==> src/rtl/lcd_frame_writer_if.sv <==
// Frame handshake and LCD pin bundle for lcd_frame_writer.
// The font code macros live here so the writer and anything driving
// it agree on the encoding of the non-digit glyphs.

`ifndef FONT_A
`define FONT_A    6'd20
`endif
`ifndef FONT_M
`define FONT_M    6'd22
`endif
`ifndef FONT_P
`define FONT_P    6'd25
`endif
`ifndef FONT_NONE
`define FONT_NONE 6'd31
`endif

interface lcd_frame_writer_if;
    logic [95:0] data_in;
    logic        frame_valid;
    logic        frame_ready;
    logic        init_done;
    logic        lcd_e;
    logic        lcd_rs;
    logic        lcd_rw;
    logic [7:0]  lcd_data;

    // frame producer / LCD observer side
    modport master (
        output data_in, frame_valid,
        input  frame_ready, init_done, lcd_e, lcd_rs, lcd_rw, lcd_data
    );

    // the writer itself
    modport slave (
        input  data_in, frame_valid,
        output frame_ready, init_done, lcd_e, lcd_rs, lcd_rw, lcd_data
    );
endinterface

==> src/rtl/lcd_frame_writer.sv <==
// Snapshots a 16-char packed frame and writes it to an HD44780-style
// character LCD: power-on wait, 4-byte init, then per frame an address
// command plus 8 chars for each of the two lines. A single byte engine
// produces the setup / E-pulse / hold timing for every byte.

module lcd_frame_writer #(
    parameter int T_POWER = 15000,
    parameter int T_SETUP = 2,
    parameter int T_PULSE = 12,
    parameter int T_HOLD  = 40,
    parameter int T_CLEAR = 1640
) (
    input  logic               clk,
    input  logic               rst_n,
    lcd_frame_writer_if.slave  bus
);

    typedef enum logic [2:0] {
        PWR_WAIT,
        INIT,
        IDLE,
        LINE1_ADDR,
        LINE1_CHARS,
        LINE2_ADDR,
        LINE2_CHARS
    } state_t;

    typedef enum logic [1:0] {
        PH_IDLE,
        PH_SETUP,
        PH_PULSE,
        PH_HOLD
    } phase_t;

    state_t      state, state_nxt;
    phase_t      phase;
    logic [15:0] tmr;
    logic [3:0]  idx, idx_nxt;
    logic [1:0]  init_idx, init_idx_nxt;
    logic [95:0] snap;
    logic        hold_clear;
    logic        init_done_q;
    logic        lcd_e_q, lcd_rs_q;
    logic [7:0]  lcd_data_q;

    logic        byte_last;
    logic        issue, issue_rs, issue_clear;
    logic [7:0]  issue_data;
    logic        capture, set_init_done;
    logic [3:0]  char_sel;
    logic [5:0]  char_code;
    logic [7:0]  char_byte;

    // Font code to LCD character ROM code; anything unknown is a blank.
    function automatic logic [7:0] font_xlate(input logic [5:0] code);
        if (code <= 6'd9)
            return 8'h30 + {2'b00, code};
        else if (code == `FONT_A)
            return 8'h41;
        else if (code == `FONT_M)
            return 8'h4D;
        else if (code == `FONT_P)
            return 8'h50;
        else
            return 8'h20;
    endfunction

    // Function set 8-bit/2-line, display on, entry increment, clear.
    function automatic logic [7:0] init_cmd(input logic [1:0] i);
        case (i)
            2'd0:    return 8'h38;
            2'd1:    return 8'h0C;
            2'd2:    return 8'h06;
            default: return 8'h01;
        endcase
    endfunction

    // Last cycle of the current byte's hold; the next byte issues on this edge.
    assign byte_last = (phase == PH_HOLD) && (tmr == 16'd0);

    // While inside a line the byte being issued is the next char down;
    // on the address command it is the char the index already points at.
    assign char_sel  = ((state == LINE1_CHARS) || (state == LINE2_CHARS)) ? idx - 4'd1 : idx;
    assign char_code = snap[{3'd0, char_sel} * 7'd6 +: 6];
    assign char_byte = font_xlate(char_code);

    // Sequencer: decides which byte goes out next and when.
    always_comb begin
        state_nxt     = state;
        idx_nxt       = idx;
        init_idx_nxt  = init_idx;
        issue         = 1'b0;
        issue_rs      = 1'b0;
        issue_data    = 8'h00;
        issue_clear   = 1'b0;
        capture       = 1'b0;
        set_init_done = 1'b0;
        case (state)
            PWR_WAIT: begin
                if (tmr == 16'(T_POWER - 1)) begin
                    issue        = 1'b1;
                    issue_data   = init_cmd(2'd0);
                    init_idx_nxt = 2'd0;
                    state_nxt    = INIT;
                end
            end
            INIT: begin
                if (byte_last) begin
                    if (init_idx == 2'd3) begin
                        set_init_done = 1'b1;
                        state_nxt     = IDLE;
                    end else begin
                        init_idx_nxt = init_idx + 2'd1;
                        issue        = 1'b1;
                        issue_data   = init_cmd(init_idx + 2'd1);
                        issue_clear  = (init_idx == 2'd2);
                    end
                end
            end
            IDLE: begin
                if (bus.frame_valid) begin
                    capture    = 1'b1;
                    issue      = 1'b1;
                    issue_data = 8'h80;
                    idx_nxt    = 4'd15;
                    state_nxt  = LINE1_ADDR;
                end
            end
            LINE1_ADDR: begin
                if (byte_last) begin
                    issue      = 1'b1;
                    issue_rs   = 1'b1;
                    issue_data = char_byte;
                    state_nxt  = LINE1_CHARS;
                end
            end
            LINE1_CHARS: begin
                if (byte_last) begin
                    issue   = 1'b1;
                    idx_nxt = idx - 4'd1;
                    if (idx == 4'd8) begin
                        issue_data = 8'hC0;
                        state_nxt  = LINE2_ADDR;
                    end else begin
                        issue_rs   = 1'b1;
                        issue_data = char_byte;
                    end
                end
            end
            LINE2_ADDR: begin
                if (byte_last) begin
                    issue      = 1'b1;
                    issue_rs   = 1'b1;
                    issue_data = char_byte;
                    state_nxt  = LINE2_CHARS;
                end
            end
            LINE2_CHARS: begin
                if (byte_last) begin
                    if (idx == 4'd0) begin
                        state_nxt = IDLE;
                    end else begin
                        issue      = 1'b1;
                        issue_rs   = 1'b1;
                        issue_data = char_byte;
                        idx_nxt    = idx - 4'd1;
                    end
                end
            end
            default: state_nxt = PWR_WAIT;
        endcase
    end

    // Sequencer state, char/init indices, sticky init flag and frame snapshot.
    always_ff @(posedge clk or negedge rst_n) begin
        if (!rst_n) begin
            state       <= PWR_WAIT;
            idx         <= 4'd0;
            init_idx    <= 2'd0;
            init_done_q <= 1'b0;
            snap        <= '0;
        end else begin
            state    <= state_nxt;
            idx      <= idx_nxt;
            init_idx <= init_idx_nxt;
            if (set_init_done)
                init_done_q <= 1'b1;
            if (capture)
                snap <= bus.data_in;
        end
    end

    // Byte engine: setup, E pulse, hold; the timer doubles as the
    // power-on counter while nothing is being transferred.
    always_ff @(posedge clk or negedge rst_n) begin
        if (!rst_n) begin
            phase      <= PH_IDLE;
            tmr        <= 16'd0;
            hold_clear <= 1'b0;
            lcd_e_q    <= 1'b0;
            lcd_rs_q   <= 1'b0;
            lcd_data_q <= 8'h00;
        end else if (issue) begin
            phase      <= PH_SETUP;
            tmr        <= 16'(T_SETUP - 1);
            hold_clear <= issue_clear;
            lcd_e_q    <= 1'b0;
            lcd_rs_q   <= issue_rs;
            lcd_data_q <= issue_data;
        end else begin
            case (phase)
                PH_IDLE: begin
                    if (state == PWR_WAIT)
                        tmr <= tmr + 16'd1;
                end
                PH_SETUP: begin
                    if (tmr != 16'd0) begin
                        tmr <= tmr - 16'd1;
                    end else begin
                        phase   <= PH_PULSE;
                        tmr     <= 16'(T_PULSE - 1);
                        lcd_e_q <= 1'b1;
                    end
                end
                PH_PULSE: begin
                    if (tmr != 16'd0) begin
                        tmr <= tmr - 16'd1;
                    end else begin
                        phase   <= PH_HOLD;
                        tmr     <= hold_clear ? 16'(T_CLEAR - 1) : 16'(T_HOLD - 1);
                        lcd_e_q <= 1'b0;
                    end
                end
                default: begin
                    if (tmr != 16'd0)
                        tmr <= tmr - 16'd1;
                    else
                        phase <= PH_IDLE;
                end
            endcase
        end
    end

    assign bus.frame_ready = (state == IDLE);
    assign bus.init_done   = init_done_q;
    assign bus.lcd_e       = lcd_e_q;
    assign bus.lcd_rs      = lcd_rs_q;
    assign bus.lcd_rw      = 1'b0;
    assign bus.lcd_data    = lcd_data_q;

endmodule

==> src/flat_wrapper.sv <==
// flat-port wrapper written by rule: the top's interface ports become plain ports
module lcd_frame_writer_flat 
#(
    parameter int T_POWER = 15000,
    parameter int T_SETUP = 2,
    parameter int T_PULSE = 12,
    parameter int T_HOLD  = 40,
    parameter int T_CLEAR = 1640
)
  (clk, rst_n, bus_data_in, bus_frame_valid, bus_frame_ready, bus_init_done, bus_lcd_e, bus_lcd_rs, bus_lcd_rw, bus_lcd_data);
  lcd_frame_writer_if bus_i ();
  input  logic clk;
  input  logic rst_n;
  input wire logic [$bits(bus_i.data_in)-1:0] bus_data_in;
  input wire logic [$bits(bus_i.frame_valid)-1:0] bus_frame_valid;
  output wire logic [$bits(bus_i.frame_ready)-1:0] bus_frame_ready;
  output wire logic [$bits(bus_i.init_done)-1:0] bus_init_done;
  output wire logic [$bits(bus_i.lcd_e)-1:0] bus_lcd_e;
  output wire logic [$bits(bus_i.lcd_rs)-1:0] bus_lcd_rs;
  output wire logic [$bits(bus_i.lcd_rw)-1:0] bus_lcd_rw;
  output wire logic [$bits(bus_i.lcd_data)-1:0] bus_lcd_data;
  assign bus_i.data_in = bus_data_in;
  assign bus_i.frame_valid = bus_frame_valid;
  assign bus_frame_ready = bus_i.frame_ready;
  assign bus_init_done = bus_i.init_done;
  assign bus_lcd_e = bus_i.lcd_e;
  assign bus_lcd_rs = bus_i.lcd_rs;
  assign bus_lcd_rw = bus_i.lcd_rw;
  assign bus_lcd_data = bus_i.lcd_data;
  lcd_frame_writer #(.T_POWER(T_POWER), .T_SETUP(T_SETUP), .T_PULSE(T_PULSE), .T_HOLD(T_HOLD), .T_CLEAR(T_CLEAR)) u_core (.clk(clk), .rst_n(rst_n), .bus(bus_i));
endmodule
==> config.mk <==
export PLATFORM = sky130hd
export DESIGN_NAME = lcd_frame_writer_flat
export DESIGN_NICKNAME = d
export VERILOG_FILES = /design/src/rtl/lcd_frame_writer_if.sv /design/src/rtl/lcd_frame_writer.sv /design/src/flat_wrapper.sv
export SDC_FILE = /design/constraint.sdc
export NUM_CORES = 1
export LEC_CHECK = 0
export ABC_AREA = 0
export BUFFER_PORTS_ARGS = -buffer_cell sky130_fd_sc_hd__buf_2
export CORE_ASPECT_RATIO = 1.2
export CORE_UTILIZATION = 50
export DETAILED_ROUTE_END_ITERATION = 6
export HOLD_SLACK_MARGIN = 0.12
export PLACE_DENSITY = 0.8
export SYNTH_ARGS = -nofsm -noshare
export SYNTH_HDL_FRONTEND = slang
export SYNTH_SLANG_ARGS = --single-unit
==> constraint.sdc <==
create_clock -name clk -period 6.3 [get_ports clk]
set_input_delay 0.315 -clock clk [delete_from_list [all_inputs] [get_ports clk]]
set_output_delay 0.315 -clock clk [all_outputs]
set_load 0.05 [all_outputs]
# Word level (Yosys, flattened, before mapping)
# Index checks and enable logic that the tools add are counted.
[op_classes]
n_bitwise = 0
addsub = 5
magnitude_cmp = 1
n_mul = 1
reduce_logical = 20
n_eq_ne = 35
div = 0
shifts = 1
n_mux = 70
[ops]
columns = ["op", "n"]
rows = [
  ["variable part select 96 x 8 -> 6 bit", 1],
  ["2-to-1 mux 8 bit", 11],
  ["2-to-1 mux 16 bit", 5],
  ["one-hot mux 16 bit (3 select lines)", 1],
  ["one-hot mux 8 bit (6 select lines)", 1],
  ["2-to-1 mux 3 bit", 10],
  ["one-hot mux 3 bit (7 select lines)", 1],
  ["2-to-1 mux 4 bit", 5],
  ["2-to-1 mux 1 bit", 19],
  ["== test 6 x 5 -> 1 bit, second input constant", 3],
  ["inequality test 2 x 1 -> 1 bit, second input constant", 9],
  ["one-hot mux 6 bit (3 select lines)", 1],
  ["adder 16 x 1 -> 16 bit, second input constant", 1],
  ["== test 16 x 14 -> 1 bit, second input constant", 1],
  ["zero test 16 bit", 1],
  ["nonzero test 16 bit", 1],
  ["subtractor 16 x 1 -> 16 bit, second input constant", 1],
  ["2-to-1 mux 2 bit", 7],
  ["one-hot mux 4 bit (3 select lines)", 1],
  ["2-to-1 mux 11 bit", 1],
  ["== test 2 bit, second input constant", 5],
  ["inequality test 2 bit, second input constant", 5],
  ["AND reduction 10 bit", 1],
  ["== test 3 bit, second input constant", 3],
  ["32 further kinds", 38],
]
[word_totals]
n_memories = 0
rom_bits = 0
output_inout_bits = 13
latch_bits = 0
ram_bits = 0
reg_bits = 135

# Depth between registers and ports, before layout
[logic_depth]
ltp_word = 13
mapped_depth = 19
ltp_nobuf = 14

# Worst setup path after synthesis
# No wires, ideal clock.
[synth_path]
kind = "reg2reg"
startpoint = "register u_core.state[0]"
endpoint = "register u_core.lcd_data_q[5] (netlist: u_core.bus.lcd_data[5])"
setup_slack_ns = 1.782
required_ns = 6.180
setup_ns = 0.120
period_less_slack_ns = 4.518
n_path_buf = 5
stages_incl_launch_ff = 19
arrival_time_ns = 4.398
cell_sequence = "dfrtp_1 -> inv_1 -> ha_1 -> buf_6 -> o21ai_4 -> inv_2 -> buf_6 -> ha_1 -> buf_4 -> buf_4 -> buf_1 -> mux4_2 -> mux4_2 -> inv_1 -> ha_1 -> inv_1 -> o31ai_2 -> nand3_1 -> a31o_1"
[synth_between]
elab_chain_cells = 13
word_cells_on_any_way = 29
[synth_rtl]
columns = ["element", "line", "source"]
rows = [
  ["start, declared", "lcd_frame_writer.sv:35", "state_t state, state_nxt;"],
  ["start signal, assigned", "lcd_frame_writer.sv:183", "state <= state_nxt;"],
  ["== test 3 bit", "lcd_frame_writer.sv:83, lcd_frame_writer.sv:98", ""],
  ["logical OR 1 bit", "lcd_frame_writer.sv:83", "assign char_sel = ((state == LINE1_CHARS) || (state == LINE2_CHARS)) ? idx - 4'd1 : idx;"],
  ["2-to-1 mux 4 bit", "lcd_frame_writer.sv:83", ""],
  ["multiplier 4 x 2 -> 6 bit", "lcd_frame_writer.sv:84", "assign char_code = snap[{3'd0, char_sel} * 7'd6 +: 6];"],
  ["variable part select 96 x 8 -> 6 bit", "lcd_frame_writer.sv:84", ""],
  ["== test 6 x 5 -> 1 bit (no line)", "n/a", ""],
  ["2-to-1 mux 7 bit", "lcd_frame_writer.sv:62", "else if (code == `FONT_P)"],
  ["2-to-1 mux 8 bit", "lcd_frame_writer.sv:60", "else if (code == `FONT_M)"],
  ["2-to-1 mux 8 bit", "lcd_frame_writer.sv:58", "else if (code == `FONT_A)"],
  ["2-to-1 mux 8 bit", "lcd_frame_writer.sv:56", "if (code <= 6'd9)"],
  ["2-to-1 mux 8 bit, on equally long branches", "lcd_frame_writer.sv:160, lcd_frame_writer.sv:141", ""],
  ["2-to-1 mux 8 bit, on equally long branches", "lcd_frame_writer.sv:159, lcd_frame_writer.sv:138", ""],
  ["one-hot mux 8 bit (6 select lines)", "lcd_frame_writer.sv:98", "case (state)"],
  ["end signal, assigned", "lcd_frame_writer.sv:209", "lcd_data_q <= issue_data;"],
  ["end, declared", "lcd_frame_writer.sv:44", "logic [7:0] lcd_data_q;"],
]
# Several ways; a longest one is shown, not always the timed one.
# A chain may end at the register's enable or synchronous reset.

# Worst setup path in the final report
# Same ends and word-level chain as after synthesis.

==> flow_metrics.py <==
metrics = {
    "status": {
        "outcome": "complete, no violations",
    },
    "drt": {
        "viasPerCell": 5.964,
        "first_pass_iters": 6,
        "wl_per_cell_um": 18.84,
        "drc": 0,
        "detail-route-antenna-nets": 0,
        "drt-total-wl_mm": 20.42,
        "drt_iter0_markers": 557,
        "vias": 6465,
    },
    "sta": {
        "skew_ps": 6.607,
        "rsz0062_at_grt": "false",
        "fin_crit_sh": 0.7649,
        "fmax_mhz": 207.5,
        "worst_pin_slew_ps": 1042,
        "setup_viol": 0,
        "timing.setup.tns_ps": 0,
        "slew_viol_final": 0,
        "maxSlewHeadroom": 0.3006,
        "hold_viol_final": 0,
        "fin_crit_ps": 4819,
    },
    "job": {
        "drv_cap": 0,
    },
    "setup_path": {
        "path_max_fanout": 37,
        "critPathKind": "reg2reg",
        "crit_required_ps": 6610,
        "cp-end-kind": "flop",
        "crit_arrival_ps": 5120,
        "start_kind": "flop",
    },
    "power_and_ir_drop": {
        "ir_drop_uv": 197.3,
        "p_leak_nw": 4.507,
        "power_density_nw_per_um2": 194.8,
    },
    "logic_synthesis": {
        "avgSynthCellArea_sq_um": 10.89,
        "ys_seq_area_frac": 0.4261,
        "synth_warnings": 0,
        "ys_async_sr_fraction": 1.000,
        "synth_nets": 847,
        "synthDistinctLibCells": 82,
        "synth-edff-count": 0,
        "synth_seq_cells": 135,
        "synthesis.area_sq_um": 7928,
        "synthCells": 728,
        "synth_top_flop_cell": "dfrtp_1",
    },
    "finish": {
        "nets": 983,
        "diodes": 0,
        "mostFrequentLayoutCell": "dfrtp_1",
        "layout-drive-gt1-share": 0.3185,
        "stdcell_area_sq_um": 9595,
        "area_delta_synth_final_pct": 21.04,
        "final_cell_mix": "135 x dfrtp_1, 109 x buf_2, 99 x mux2_2, 53 x nor2_1, 53 x dlygate4sd3_1",
    },
    "place": {
        "hpwlAfterDp_mm": 13.01,
        "place.gp.congestion": 0.9201,
        "placed_cell_area_sq_um": 8526,
        "io_buffers": 110,
    },
    "cts": {
        "cts_inserted_buffers": 17,
        "cts-root-buf": "clkbuf_16",
        "h-tree-depth": 4,
        "clkLatencyLatePin_ps": 420,
        "cts_sinks": 135,
        "clockBufferDepth": 2,
        "clkTransAtPathRegs_ps": 60,
        "cts_tree": "done",
    },
    "global_route": {
        "gr-total-overflow": 0,
        "grt_usage": 0.2707,
        "grt_pass1_vias": 6755,
        "antenna_found_initial": 0,
        "grt_pass1_wl_mm": 33.84,
        "grt_max_degree": 84,
    },
    "floorplan": {
        "die_y_um": 139.9,
        "ios": 112,
        "start_util": 0.5089,
        "dieArea_sq_um": 16360,
        "core_area_sq_um": 15580,
        "rows": 50,
        "die_w_um": 116.9,
    },
    "worst_hold_path": {
        "hp-class": "in2reg",
    },
}
==> per-layer routing <==
| layer | up-vias | global-route usage | part of all wire |
|---|---|---|---|
| met1 | 3193 | 0.3128 | 0.38 |
| met4 | 0 | 0.1053 | 0.030 |
| met5 | - | 0 | 0 |
| met3 | 58 | 0.06534 | 0.063 |
| li1 | 2951 | - | - |
| met2 | 263 | 0.4768 | 0.53 |
==> power breakdown <==
| group | leakage, nW | internal, mW | switching [mW] |
|---|---|---|---|
| logic | 2.42 | 0.0439 | 0.0339 |
| registers | 1.83 | 0.867 | 0 |
| clock network | 0.257 | 0.541 | 0.383 |
| total | 4.51 | 1.45 | 0.417 |
==> metrics by stage <==
| step | std cells | total power, mW | hold WS [ps] | util | setup slack [ps] |
|---|---|---|---|---|---|
| global placement | 1000 | 0.9340 | 364.2 | 0.5473 | 1713 |
| detailed placement | 1000 | 0.9341 | 359.5 | 0.5473 | 1578 |
| global route | 1084 | 1.921 | 123.0 | 0.6160 | 1087 |
| finish | 1084 | 1.869 | 125.2 | 0.6160 | 1481 |
| CTS | 1083 | 1.877 | 120.5 | 0.6153 | 1527 |
| floorplan | 728 | 0.8856 | 19.41 | - | 1782 |
==> sequential cells by signal (all words and copies together), names as in the netlist, 2 cells and up <==
register / count
u_core.bus.lcd_data: 8
u_core.idx: 4
u_core.init_idx: 2
u_core.phase: 2
u_core.snap: 96
u_core.state: 3
u_core.tmr: 16
==> cells by family (layout without fill, tap and decap cells) <==
kind of cell    after synthesis  in the layout  synth area share
fa+ha+maj                    20             20           0.03157
mux                         147            147            0.2265
flops                       135            135            0.4261
simple gates                193            193            0.1239
buf+inv                      71            219           0.04261
other cells                   1              1         0.0004730
compound gates              144            144            0.1282
xor+xnor                     17             17           0.02068
==> repair_timing <==
| action | CTS | global route |
|---|---|---|
| hold buffers | 52 | 1 |
| endpoints found under the hold margin | 121 | 1 |
| resized for setup | 0 | 0 |
| buffers inserted | 0 | 0 |
==> worst paths after layout <==
kind,from,to,slack [ps],depth (start not counted)
max,u_core.state[0],u_core.bus.lcd_data[5],1480,13
min,bus_data_in[77],u_core.snap[77],130,2
max reg2reg,u_core.state[0],u_core.bus.lcd_data[5],1480,13
min reg2reg,u_core.bus.init_done,u_core.bus.init_done,490,1
max in group asynchronous,rst_n,u_core.snap[10],4580,3
min in group asynchronous,rst_n,u_core.snap[51],460,2
==> Yosys cell counts, drive strengths merged, types with 3 or more instances <==
cell	number	area, sq um
a211oi	7	52.55
a21oi	32	160.2
a22oi	9	67.56
a31oi	3	18.77
and3	4	30.03
buf	22	153.9
clkbuf	28	105.1
dfrtp	135	3378
ha	20	250.2
inv	21	78.82
mux2	99	1115
mux2i	32	320.3
mux4	16	360.4
nand2	48	182.7
nand2b	4	25.02
nand3	16	80.08
nand4	11	68.82
nor2	53	198.9
nor2b	4	25.02
nor3	17	106.4
nor3b	4	30.03
nor4	5	31.28
nor4b	3	26.28
o211ai	7	76.32
o21a	4	30.03
o21ai	34	181.4
o22ai	7	43.79
o2bb2ai	3	26.28
o31ai	4	35.03
o32ai	5	43.79
or2	3	18.77
or3	9	56.30
xnor2	12	112.6
xor2	5	51.30
==> cell type report <==
type / count / area [sq um]
fillers: 1196 / 5982
multi-input cells: 522 / 4222
flip-flops and latches: 135 / 3378
repair buffers: 167 / 1117
clock buffers: 20 / 436.7
well taps: 208 / 260.3
clock inverters: 11 / 102.6
inverters: 21 / 78.83
==> worst max-delay path: stages (launching register included) <==
cell,delay (ps)
dfrtp_1,380
inv_1,90
ha_1,370
o21ai_4,350
inv_2,170
ha_2,970
mux4_2,630
mux4_2,480
inv_1,110
ha_1,240
inv_1,100
o31ai_2,410
nand3_1,140
a31o_1,250
Note: power is estimated with default switching activity, not from simulation.
